[src/rtl/multicycle_ctrl.sv]
// Multicycle control sequencer for the ARM datapath.
// Walks each instruction through FETCH/DECODE/EXECUTE-style states, owns the
// NZCV flags register, evaluates condition codes and drives every datapath
// control plus the memory request handshake.
//
// Memory handshake: MemReq is held high, with the address and store controls
// stable, until a cycle in which MemReady is high; the transfer completes on
// the rising clk edge at the end of that cycle. A request is never withdrawn
// before completion except by reset, which abandons it.
module multicycle_ctrl (
    input  logic        clk,
    input  logic        reset,
    input  logic [31:0] Instr,
    input  logic [3:0]  ALUFlags,
    input  logic        MemReady,
    output logic        MemReq,
    output logic        MemWrite,
    output logic        AdrSrc,
    output logic        IRWrite,
    output logic        PCWrite,
    output logic        PCSrc,
    output logic        RegWrite,
    output logic [1:0]  RegSrc,
    output logic [1:0]  ImmSrc,
    output logic        ALUSrc,
    output logic [3:0]  ALUControl,
    output logic        MemtoReg,
    output logic        linkSelect,
    output logic [2:0]  shiftOp,
    output logic        registerShift,
    output logic        storedCarry,
    output logic        Undef,
    output logic [3:0]  dbg_state
);

    typedef enum logic [3:0] {
        S_FETCH    = 4'd0,
        S_DECODE   = 4'd1,
        S_EXECUTE  = 4'd2,
        S_ALUWB    = 4'd3,
        S_MEMADR   = 4'd4,
        S_MEMREAD  = 4'd5,
        S_MEMWB    = 4'd6,
        S_MEMWRITE = 4'd7,
        S_BRANCH   = 4'd8
    } state_t;

    localparam logic [2:0] SH_ROR  = 3'b011;
    localparam logic [2:0] SH_RRX  = 3'b100;
    localparam logic [2:0] SH_PASS = 3'b101;

    state_t      state;
    state_t      state_next;
    logic [3:0]  flags;      // {N,Z,C,V}
    logic        cond_pass;
    logic        is_compare;
    logic        unused_instr_bits;

    assign dbg_state   = state;
    assign storedCarry = flags[1];
    // TST/TEQ/CMP/CMN share the 10xx opcode group and have no writeback.
    assign is_compare  = (Instr[24:23] == 2'b10);
    // Register-number fields are routed by the datapath, not decoded here.
    assign unused_instr_bits = ^{Instr[19:12], Instr[3:0]};

    // State register; reset returns to FETCH and abandons any pending access.
    always_ff @(posedge clk or negedge reset) begin
        if (!reset) state <= S_FETCH;
        else        state <= state_next;
    end

    // Architectural flags: loaded from the ALU at the end of an S-bit EXECUTE.
    always_ff @(posedge clk or negedge reset) begin
        if (!reset)                              flags <= 4'b0000;
        else if (state == S_EXECUTE && Instr[20]) flags <= ALUFlags;
    end

    // ARM condition-code evaluation against the stored flags.
    always_comb begin
        logic n, z, c, v;
        {n, z, c, v} = flags;
        cond_pass = 1'b0;
        case (Instr[31:28])
            4'b0000: cond_pass = z;
            4'b0001: cond_pass = !z;
            4'b0010: cond_pass = c;
            4'b0011: cond_pass = !c;
            4'b0100: cond_pass = n;
            4'b0101: cond_pass = !n;
            4'b0110: cond_pass = v;
            4'b0111: cond_pass = !v;
            4'b1000: cond_pass = c && !z;
            4'b1001: cond_pass = !c || z;
            4'b1010: cond_pass = (n == v);
            4'b1011: cond_pass = (n != v);
            4'b1100: cond_pass = !z && (n == v);
            4'b1101: cond_pass = z || (n != v);
            4'b1110: cond_pass = 1'b1;
            default: cond_pass = 1'b0;
        endcase
    end

    // Next-state logic.
    always_comb begin
        state_next = state;
        case (state)
            S_FETCH:    if (MemReady) state_next = S_DECODE;
            S_DECODE: begin
                if (!cond_pass) state_next = S_FETCH;
                else begin
                    case (Instr[27:26])
                        2'b00:   state_next = S_EXECUTE;
                        2'b01:   state_next = S_MEMADR;
                        2'b10:   state_next = S_BRANCH;
                        default: state_next = S_FETCH;
                    endcase
                end
            end
            S_EXECUTE:  state_next = is_compare ? S_FETCH : S_ALUWB;
            S_ALUWB:    state_next = S_FETCH;
            S_MEMADR:   state_next = Instr[20] ? S_MEMREAD : S_MEMWRITE;
            S_MEMREAD:  if (MemReady) state_next = S_MEMWB;
            S_MEMWB:    state_next = S_FETCH;
            S_MEMWRITE: if (MemReady) state_next = S_FETCH;
            S_BRANCH:   state_next = S_FETCH;
            default:    state_next = S_FETCH;
        endcase
    end

    // Control outputs from state and Instr; enables are suppressed during reset.
    always_comb begin
        MemReq        = 1'b0;
        MemWrite      = 1'b0;
        AdrSrc        = 1'b0;
        IRWrite       = 1'b0;
        PCWrite       = 1'b0;
        PCSrc         = 1'b0;
        RegWrite      = 1'b0;
        RegSrc        = 2'b00;
        ImmSrc        = 2'b00;
        ALUSrc        = 1'b0;
        ALUControl    = 4'b0000;
        MemtoReg      = 1'b0;
        linkSelect    = 1'b0;
        shiftOp       = 3'b000;
        registerShift = 1'b0;
        Undef         = 1'b0;
        case (state)
            S_FETCH: begin
                MemReq  = 1'b1;
                IRWrite = MemReady;
                PCWrite = MemReady;
            end
            S_DECODE: Undef = cond_pass && (Instr[27:26] == 2'b11);
            S_EXECUTE, S_ALUWB: begin
                ALUControl = Instr[24:21];
                ALUSrc     = Instr[25];
                if (Instr[25]) begin
                    shiftOp = SH_ROR;
                end else begin
                    registerShift = Instr[4];
                    // ROR #0 with an immediate shift amount encodes RRX.
                    if (Instr[6:5] == 2'b11 && Instr[11:7] == 5'd0 && !Instr[4])
                        shiftOp = SH_RRX;
                    else
                        shiftOp = {1'b0, Instr[6:5]};
                end
                RegWrite = (state == S_ALUWB);
            end
            S_MEMADR, S_MEMREAD, S_MEMWRITE: begin
                ALUSrc     = 1'b1;
                ImmSrc     = 2'b01;
                shiftOp    = SH_PASS;
                ALUControl = Instr[23] ? 4'b0100 : 4'b0010;
                if (state != S_MEMADR) begin
                    MemReq = 1'b1;
                    AdrSrc = 1'b1;
                end
                if (state == S_MEMWRITE) begin
                    MemWrite  = 1'b1;
                    RegSrc[1] = 1'b1;
                end
            end
            S_MEMWB: begin
                MemtoReg = 1'b1;
                RegWrite = 1'b1;
            end
            S_BRANCH: begin
                RegSrc[0]  = 1'b1;
                ImmSrc     = 2'b10;
                ALUSrc     = 1'b1;
                ALUControl = 4'b0100;
                shiftOp    = SH_PASS;
                PCWrite    = 1'b1;
                PCSrc      = 1'b1;
                linkSelect = Instr[24];
                RegWrite   = Instr[24];
            end
            default: ;
        endcase
        if (!reset) begin
            MemReq   = 1'b0;
            MemWrite = 1'b0;
            IRWrite  = 1'b0;
            PCWrite  = 1'b0;
            RegWrite = 1'b0;
        end
    end

endmodule
[config.mk]
export PLATFORM = sky130hd
export DESIGN_NAME = multicycle_ctrl
export DESIGN_NICKNAME = d
export VERILOG_FILES = /design/src/rtl/multicycle_ctrl.sv
export SDC_FILE = /design/constraint.sdc
export NUM_CORES = 1
export LEC_CHECK = 0
export CORE_MARGIN = 1.5
export CORE_UTILIZATION = 26
export CTS_CLUSTER_SIZE = 14
export DETAILED_ROUTE_END_ITERATION = 8
export GPL_TIMING_DRIVEN = 0
export PLACE_DENSITY = 0.64
export SLEW_MARGIN = 5
export SYNTH_ARGS = -nofsm -noshare
export SYNTH_HDL_FRONTEND = slang
export SYNTH_SLANG_ARGS = --single-unit
[constraint.sdc]
create_clock -name clk -period 3.6 [get_ports clk]
set_clock_uncertainty 0.1 [all_clocks]
set_input_delay 0.72 -clock clk [delete_from_list [all_inputs] [get_ports clk]]
set_output_delay 0.72 -clock clk [all_outputs]
set_load 0.1 [all_outputs]
==> impl_metrics.yaml, run 1 <==
outcome:
  status: "completed"
detailed_routing:
  ant_nets: 0
  totalWireLength_um: 2880
  drt_first_pass_iters: 4
  vias_per_cell: 4.89
  dr.first_iter.drc_count: 33
  wl_per_cell_um: 13.4
  drc: 0
  vias: 1051
synth:
  synth_compound_area_share_pct: 23.7
  syn_avg_cell_area_um2: 7.56
  synth_fp_nets: 153
  synth_edf_count: 0
  synthXorXnorAreaFrac_pct: 3.05
  netlist_area_um2: 862
  synth_warnings: 0
  yosysSeqAreaShare_pct: 23.2
  synthArstFlopShare_pct: 100
  synthCells: 114
  synth.distinct_cells: 42
  ys_seq_elements: 8
  synth-simple-area-share_pct: 34.4
  synth_top_area_share_pct: 23.2
  synth_top_family_by_area: "simple AND/OR/NAND/NOR gates"
  yosys-top-cells-area: "dfrtp_1 23%, mux2_2 5.2%, nor2_1 5.2%"
  muxShareOfSynthArea_pct: 8.71
  synth_top_area_cell: "dfrtp_1"
  synth_ff_type: "dfrtp_1"
  synthAdderAreaFrac_pct: 0
global_routing:
  grt_pass1_vias: 1043
  grt_pass1_wl_um: 4920
  antenna_found_initial: 0
  grt_max_degree: 14
  track_usage_pct: 17.7
  globalRoute.totalOverflow: 0
floorplan:
  ios: 67
  fp.dieArea_um2: 3670
  initial_utilization_pct: 27.8
  num_rows: 20
  core-area_um2: 3100
  die_h_um: 60.6
  die_x_um: 60.6
power:
  design_power_total_uw: 1510
  peakVddDrop_v: 0.000398
  p_leak_uw: 0.000647
  p_per_area_nw_per_um2: 965
critical_path:
  crit_path_top_delay_cell: "clkdlybuf4s50_1"
  worstPathCellList: "clkbuf_1 > nor2b_1 > and3_1 > clkdlybuf4s50_1"
  max_stage_delay_ns: 1.15
  critical_path_required_ns: 2.78
  ff2ff_setup_slack_ns: 1.57
  crit_path_start_kind: "register"
  worstPathMaxFanout: 10
  crit_path_end: "RegSrc[1]"
  r2r-start: "dbg_state[3]"
  path_class: "reg2out"
  reg2reg_depth: 4
  critical-path-top-delay-family: "buffers and inverters"
  setup.worst_path.start: "dbg_state[2]"
  crit_cells: 4
  worstPathBufferInverterCount: 2
  crit_path_end_kind: "output port"
  r2r-end: "flags[1]"
  worstPathArrival_ns: 2.66
clocking:
  tritoncts: "yes"
  cts_setup_buffers: 0
  clock_latency_ns: 0.27
  clkTransAtPathRegs_ns: 0.07
  cts_root_buf: "clkbuf_4"
  cts_resized: 19
  htree_num_levels: 1
  cts_hold_buf: 0
  cts_buffer_depth: 2
  cts_buffers: 3
  clkSinkCount: 8
final_layout:
  fin_cells: 215
  fin_area_um2: 1560
  layout_common_cells: "40 x clkdlybuf4s50_1, 11 x nor2_1, 7 x a21oi_1"
  final_common_cell: "clkdlybuf4s50_1"
  final_nets: 211
  area_growth_pct: 80.8
  final_layout_size_suffix_gt1_share_pct: 25.1
  n_antenna_cell: 0
sta:
  min_period_over_period_pct: 96.7
  worstMarginPinSlew_ns: 0.983
  final-max-slew-violation-count: 0
  setup_viol: 0
  max_slew_margin_pct: 34.3
  rsz0062_at_grt: "no"
  hold_viol_final: 0
  finalCriticalPeriod_ns: 3.48
  fmax_mhz: 287
worst_hold_path:
  holdCritStartpoint: "flags[0]"
  hold_class: "reg2reg"
placement:
  port_buffers: 53
  place_congestion: 0.827
  placed_area_um2: 1540
  dp_cells: 211
  hpwlAfterDp_um: 2300
run:
  maxCapViolations: 0
synthesized netlist by cell type (all sizes together) (2+ instances only):
| master | count |
|---|---|
| nor3 | 4 |
| nand2b | 4 |
| nor3b | 3 |
| nand2 | 7 |
| nor2b | 3 |
| a31oi | 2 |
| o41ai | 2 |
| o21a | 2 |
| o21ai | 6 |
| nand3 | 5 |
| buf | 4 |
| a21oi | 7 |
| inv | 5 |
| nor2 | 12 |
| xnor2 | 2 |
| mux2i | 3 |
| mux2 | 4 |
| and3 | 4 |
| and2 | 3 |
| nand4 | 2 |
| o31ai | 2 |
| dfrtp | 8 |
| clkbuf | 4 |
| nor4 | 2 |
logic make-up after synthesis:
| family | after synthesis |
|---|---|
| mux | 7 |
| xor+xnor | 3 |
| buf+inv | 13 |
| simple gates | 54 |
| flops | 8 |
| compound gates | 29 |
flip-flops by register name (all words and copies together), names as in the netlist:
| name | cells |
|---|---|
| dbg_state | 4 |
| flags | 4 |
power breakdown:
part / total, µW / internal (µW) / switching, µW
registers: 199 / 132 / 66.8
clock network: 78.1 / 42.6 / 35.5
logic: 1230 / 310 / 917
per-layer routing:
layer / up-vias / share of wire (%) / global-route usage [%]
met5: - / 0 / 0
met4: 0 / 0 / 4.04
met3: 0 / 3.8 / 4.48
met2: 23 / 52 / 31.8
met1: 487 / 44 / 21.1
li1: 541 / - / -
cell type report:
type / count / area (µm²)
well taps: 44 / 55.1
clock buffers: 4 / 26.3
fillers: 321 / 1540
inverters: 5 / 18.8
multi-input cells: 93 / 699
flip-flops and latches: 8 / 208
plain buffers: 8 / 43.8
repair buffers: 53 / 508
how the worst min path moves through the flow:
stage,to,depth (start not counted)
floorplan,dbg_state[0],0
global placement,flags[0],1
detailed placement,flags[0],1
CTS,flags[0],1
global route,flags[0],1
finish,flags[0],1
stage by stage:
stage               util [%]  TNS (ns)  hold WS [ns]  setup slack, ns
finish                  50.2         0         0.497            0.118
global route            50.2         0         0.528          0.00315
CTS                     50.2    -0.141         0.497           -0.141
detailed placement      49.5     -2.30         0.485           -0.639
global placement        49.5     -2.08         0.466           -0.611
floorplan                  -    -0.443         0.324           -0.443
(Power assumes the default switching activity.)
==> run 2, diff against run 1 <==
--- a/config.mk
+++ b/config.mk
@@ -10,6 +10,7 @@
 export CTS_CLUSTER_SIZE = 14
 export DETAILED_ROUTE_END_ITERATION = 8
 export GPL_TIMING_DRIVEN = 0
+export HOLD_SLACK_MARGIN = 0.15
 export PLACE_DENSITY = 0.64
 export SLEW_MARGIN = 5
 export SYNTH_ARGS = -nofsm -noshare
==> constraint.sdc (replaced) <==
create_clock -name clk -period 3.8 [get_ports clk]
set_clock_uncertainty 0.1 [all_clocks]
set_input_delay 0.76 -clock clk [delete_from_list [all_inputs] [get_ports clk]]
set_output_delay 0.76 -clock clk [all_outputs]
set_load 0.1 [all_outputs]
==> run 2 against run 1 <==
Net effect:
- first-iteration DRC count decreased by 6.1%
- setup slack lost 0.030 ns
- cell count is the same
- highest routed layer is now met4
==> impl_metrics.yaml, run 2 (synthesis results as in run 1) <==
critical_path:
  worstPathMaxFanout: 7
  worstPathArrival_ns: 2.85
  crit_cells: 7
  crit_path_top_delay_cell: "clkdlybuf4s50_1"
  crit_path_end_kind: "output port"
  max_stage_delay_ns: 0.61
  worstPathBufferInverterCount: 3
  worstPathCellList: "clkdlybuf4s50_1 > inv_2 > or3_1 > a221oi_2 > a2111oi_4 > nor3_2 > buf_2"
  crit_path_start_kind: "input port"
  path_class: "in2out"
  critical_path_required_ns: 2.94
  critical-path-top-delay-family: "buffers and inverters"
  reg2reg_depth: 4
detailed_routing:
  drt_first_pass_iters: 4
  vias_per_cell: 4.86
  vias: 1045
  wl_per_cell_um: 13.1
  drc: 0
  totalWireLength_um: 2820
  ant_nets: 0
  dr.first_iter.drc_count: 31
sta:
  fmax_mhz: 269
  rsz0062_at_grt: "no"
  min_period_over_period_pct: 97.7
  final-max-slew-violation-count: 0
  max_slew_margin_pct: 34.1
  setup_ws_ns: 0.0876
  hold_viol_final: 0
  setup_viol: 0
  finalCriticalPeriod_ns: 3.71
  worstMarginPinSlew_ns: 0.985
floorplan:
  die_x_um: 60.6
  num_rows: 20
  ios: 67
  fp.dieArea_um2: 3670
  die_h_um: 60.6
  initial_utilization_pct: 27.8
  core-area_um2: 3100
global_routing:
  track_usage_pct: 16.9
  antenna_found_initial: 0
  globalRoute.totalOverflow: 0
  grt_pass1_wl_um: 4710
  grt_max_degree: 14
  grt_pass1_vias: 1017
final_layout:
  n_antenna_cell: 0
  fin_area_um2: 1540
  layout_common_cells: "43 x clkdlybuf4s50_1, 11 x nor2_1, 7 x a21oi_1, 7 x nand2_1, 7 x dfrtp_1"
  fillerInstances: 338
  final_nets: 211
  final_common_cell: "clkdlybuf4s50_1"
  area_growth_pct: 78.5
  post-route-util_pct: 49.6
  final_layout_size_suffix_gt1_share_pct: 18.7
worst_hold_path:
  whs_path_depth: 1
  hold_class: "reg2reg"
clocking:
  clkSinkCount: 8
  clkTransAtPathRegs_ns: 0.05
  tritoncts: "yes"
  cts_buffers: 3
  cts_root_buf: "clkbuf_4"
  htree_num_levels: 1
  cts_buffer_depth: 2
  clock_latency_ns: 0.26
power:
  p_leak_uw: 0.000671
  peakVddDrop_v: 0.000344
  p_per_area_nw_per_um2: 913
placement:
  place_ws_ns: -0.552
  hpwlAfterDp_um: 2330
  place_congestion: 0.828
  placed_area_um2: 1510
  port_buffers: 53
outcome:
  status: "completed"
run:
  maxCapViolations: 0
==> run 2: cell count changes in the layout (fill, tap and decap cells not counted), sizes merged <==
cell / previous run / this run
clkdlybuf4s15: 3 / 0
dlymetal6s2s: 2 / 3
clkbuf: 13 / 8
dlygate4sd2: 2 / 6
clkdlybuf4s50: 40 / 43
==> run 2: stage by stage <==
stage,hold slack [ns],TNS [ns],total power [µW],cells
2_1_floorplan,0.364,-0.616,1080,114
3_3_place_gp,0.486,-0.955,1340,211
3_5_place_dp,0.494,-0.911,1350,211
4_1_cts,0.507,0,1410,215
5_1_grt,0.534,0,1480,215
6_report,0.494,0,1410,215
==> run 2: layout make-up <==
class	count	area [µm²]	area share (%)
Multi-Input combinational cell	93	671	43.6
Tap cell	44	55.1	3.58
Clock buffer	4	26.3	1.71
Buffer	8	41.3	2.68
Timing Repair Buffer	53	526	34.1
Inverter	5	18.8	1.22
Sequential cell	8	201	13.1
==> run 2: where the power goes <==
group | switching (µW) | internal, µW | leakage (µW)
Sequential | 64.8 | 122 | 0.0000999
Clock | 32.1 | 40.4 | 0.0000150
Combinational | 851 | 296 | 0.000556
==> run 2: final timing paths <==
check	from	endpoint	slack, ns
max in group asynchronous	reset	dbg_state[3]	2.53
min in group asynchronous	reset	dbg_state[2]	0.72
hold / removal	flags[0]	flags[0]	0.49
hold reg to reg	flags[0]	flags[0]	0.49
setup reg to reg	dbg_state[3]	flags[2]	1.88
setup / recovery	Instr[28]	Undef	0.09
==> run 2: layer usage <==
| metal | up-vias | share of wire, % | GRT usage [%] |
|---|---|---|---|
| li1 | 535 | - | - |
| met1 | 485 | 45 | 21.7 |
| met2 | 23 | 51 | 30.3 |
| met3 | 2 | 3.4 | 2.77 |
| met4 | 0 | 0.50 | 2.80 |
| met5 | - | 0 | 0 |
==> run 2: what timing repair did <==
item	in CTS	in global routing
hold buffers	0	0
setup buffers	0	0
gates resized for setup	12	3
setup endpoints to repair	7	3
endpoints found under the hold margin	0	0
==> run 3, diff against run 2 <==
--- a/config.mk
+++ b/config.mk
@@ -9,9 +9,9 @@
 export CORE_UTILIZATION = 26
 export CTS_CLUSTER_SIZE = 14
 export DETAILED_ROUTE_END_ITERATION = 8
-export GPL_TIMING_DRIVEN = 0
 export HOLD_SLACK_MARGIN = 0.15
 export PLACE_DENSITY = 0.64
+export REMOVE_ABC_BUFFERS = 1
 export SLEW_MARGIN = 5
 export SYNTH_ARGS = -nofsm -noshare
 export SYNTH_HDL_FRONTEND = slang
==> run 3 against run 2 <==
Net effect:
- setup slack gained 0.16 ns
- first-iteration DRC count grew 55%
- sequential cell count is the same
- global-route usage shrank 0.44 points
- maximum frequency grew 4.4%
- highest routed layer unchanged
==> impl_metrics.yaml, run 3 (synthesis results as in run 1) <==
outcome:
  status: "completed"
clocking:
  clkTransAtPathRegs_ns: 0.05
  tritoncts: "yes"
  htree_num_levels: 1
  cts_root_buf: "clkbuf_4"
  clock_latency_ns: 0.25
  cts_resized: 0
  cts_buffers: 3
  clkSinkCount: 8
  cts_hold_buf: 0
  cts_buffer_depth: 2
  cts_setup_buffers: 0
final_layout:
  final_layout_size_suffix_gt1_share_pct: 25.3
  final_common_cell: "clkdlybuf4s50_1"
  post-route-util_pct: 46.9
  fin_cells: 210
  area_growth_pct: 68.9
  layout_common_cells: "27 x clkdlybuf4s50_1, 25 x buf_4, 12 x nor2_1"
  final_nets: 207
  n_antenna_cell: 0
critical_path:
  critical_path_required_ns: 2.94
  crit_path_end_kind: "output port"
  path_class: "in2out"
  worstPathMaxFanout: 10
  crit_path_start_kind: "input port"
  worstPathArrival_ns: 2.70
placement:
  port_buffers: 54
  hpwlAfterDp_um: 2130
  dp_cells: 207
  place_congestion: 0.838
floorplan:
  ios: 67
  num_rows: 20
  die_h_um: 60.6
  initial_utilization_pct: 27.8
  die_x_um: 60.6
  fp.dieArea_um2: 3670
  core-area_um2: 3100
sta:
  hold_viol_final: 0
  rsz0062_at_grt: "no"
  tns_ns: 0
  max_slew_margin_pct: 35.7
  finalCriticalPeriod_ns: 3.56
  fmax_mhz: 281
  timing.hold.ws_ns: 0.485
  setup_viol: 0
  worstMarginPinSlew_ns: 0.961
  final-max-slew-violation-count: 0
  min_period_over_period_pct: 93.6
global_routing:
  grt_pass1_wl_um: 4510
  grt_max_degree: 17
  globalRoute.totalOverflow: 0
  antenna_found_initial: 0
  track_usage_pct: 16.5
  grt_pass1_vias: 1032
detailed_routing:
  drt_first_pass_iters: 4
  drc: 0
  vias_per_cell: 5.24
  vias: 1101
  dr.first_iter.drc_count: 48
  wl_per_cell_um: 13.0
  totalWireLength_um: 2720
  ant_nets: 0
power:
  peakVddDrop_v: 0.000499
  p_per_area_nw_per_um2: 958
  p_leak_uw: 0.000636
worst_hold_path:
  hold_class: "reg2reg"
run:
  maxCapViolations: 0
[run 3: path summary, 6_finish.rpt]
check / startpoint / end / slack, ns / cells after the start
setup reg to reg: dbg_state[2] / flags[2] / 1.92 / 3
hold reg to reg: flags[0] / flags[0] / 0.49 / 1
min in group asynchronous: reset / flags[1] / 0.77 / 1
hold / removal: flags[0] / flags[0] / 0.49 / 1
setup / recovery: Instr[31] / Undef / 0.24 / 7
max in group asynchronous: reset / flags[3] / 2.46 / 1
[run 3: cell type report]
| class | count | area (µm²) |
|---|---|---|
| repair buffers | 57 | 558 |
| fillers | 326 | 1650 |
| inverters | 5 | 18.8 |
| multi-input cells | 93 | 602 |
| flip-flops and latches | 8 | 200 |
| clock buffers | 3 | 22.5 |
| well taps | 44 | 55.1 |
[run 3: report_power, final]
group          total (µW)  switching (µW)  internal, µW
clock                63.1            27.0          36.0
sequential            215            93.6           121
combinational        1120             811           306
total                1390             931           463
[run 3: critical path, cell delays in order]
cell	delay (ns)
clkdlybuf4s50_1	0.67
and4bb_2	0.27
mux2i_1	0.07
a311oi_1	0.28
a2111oi_2	0.10
nor3_1	0.30
buf_12	0.22
[run 3: metal layers]
layer	global-route usage [%]	up-vias	routed length, µm
li1	-	527	-
met1	20.3	511	1180
met2	25.8	59	1180
met3	5.33	4	315
met4	8.39	0	51
met5	0	-	0
[run 3: stage by stage]
step           instance area, µm²  setup slack, ns  power (µW)
6_report                     1460            0.245        1390
5_1_grt                      1460            0.164        1470
4_1_cts                      1460            0.221        1400
3_5_place_dp                 1430            0.219        1330
3_3_place_gp                 1430            0.261        1330
2_1_floorplan                 821            -9.72        1040
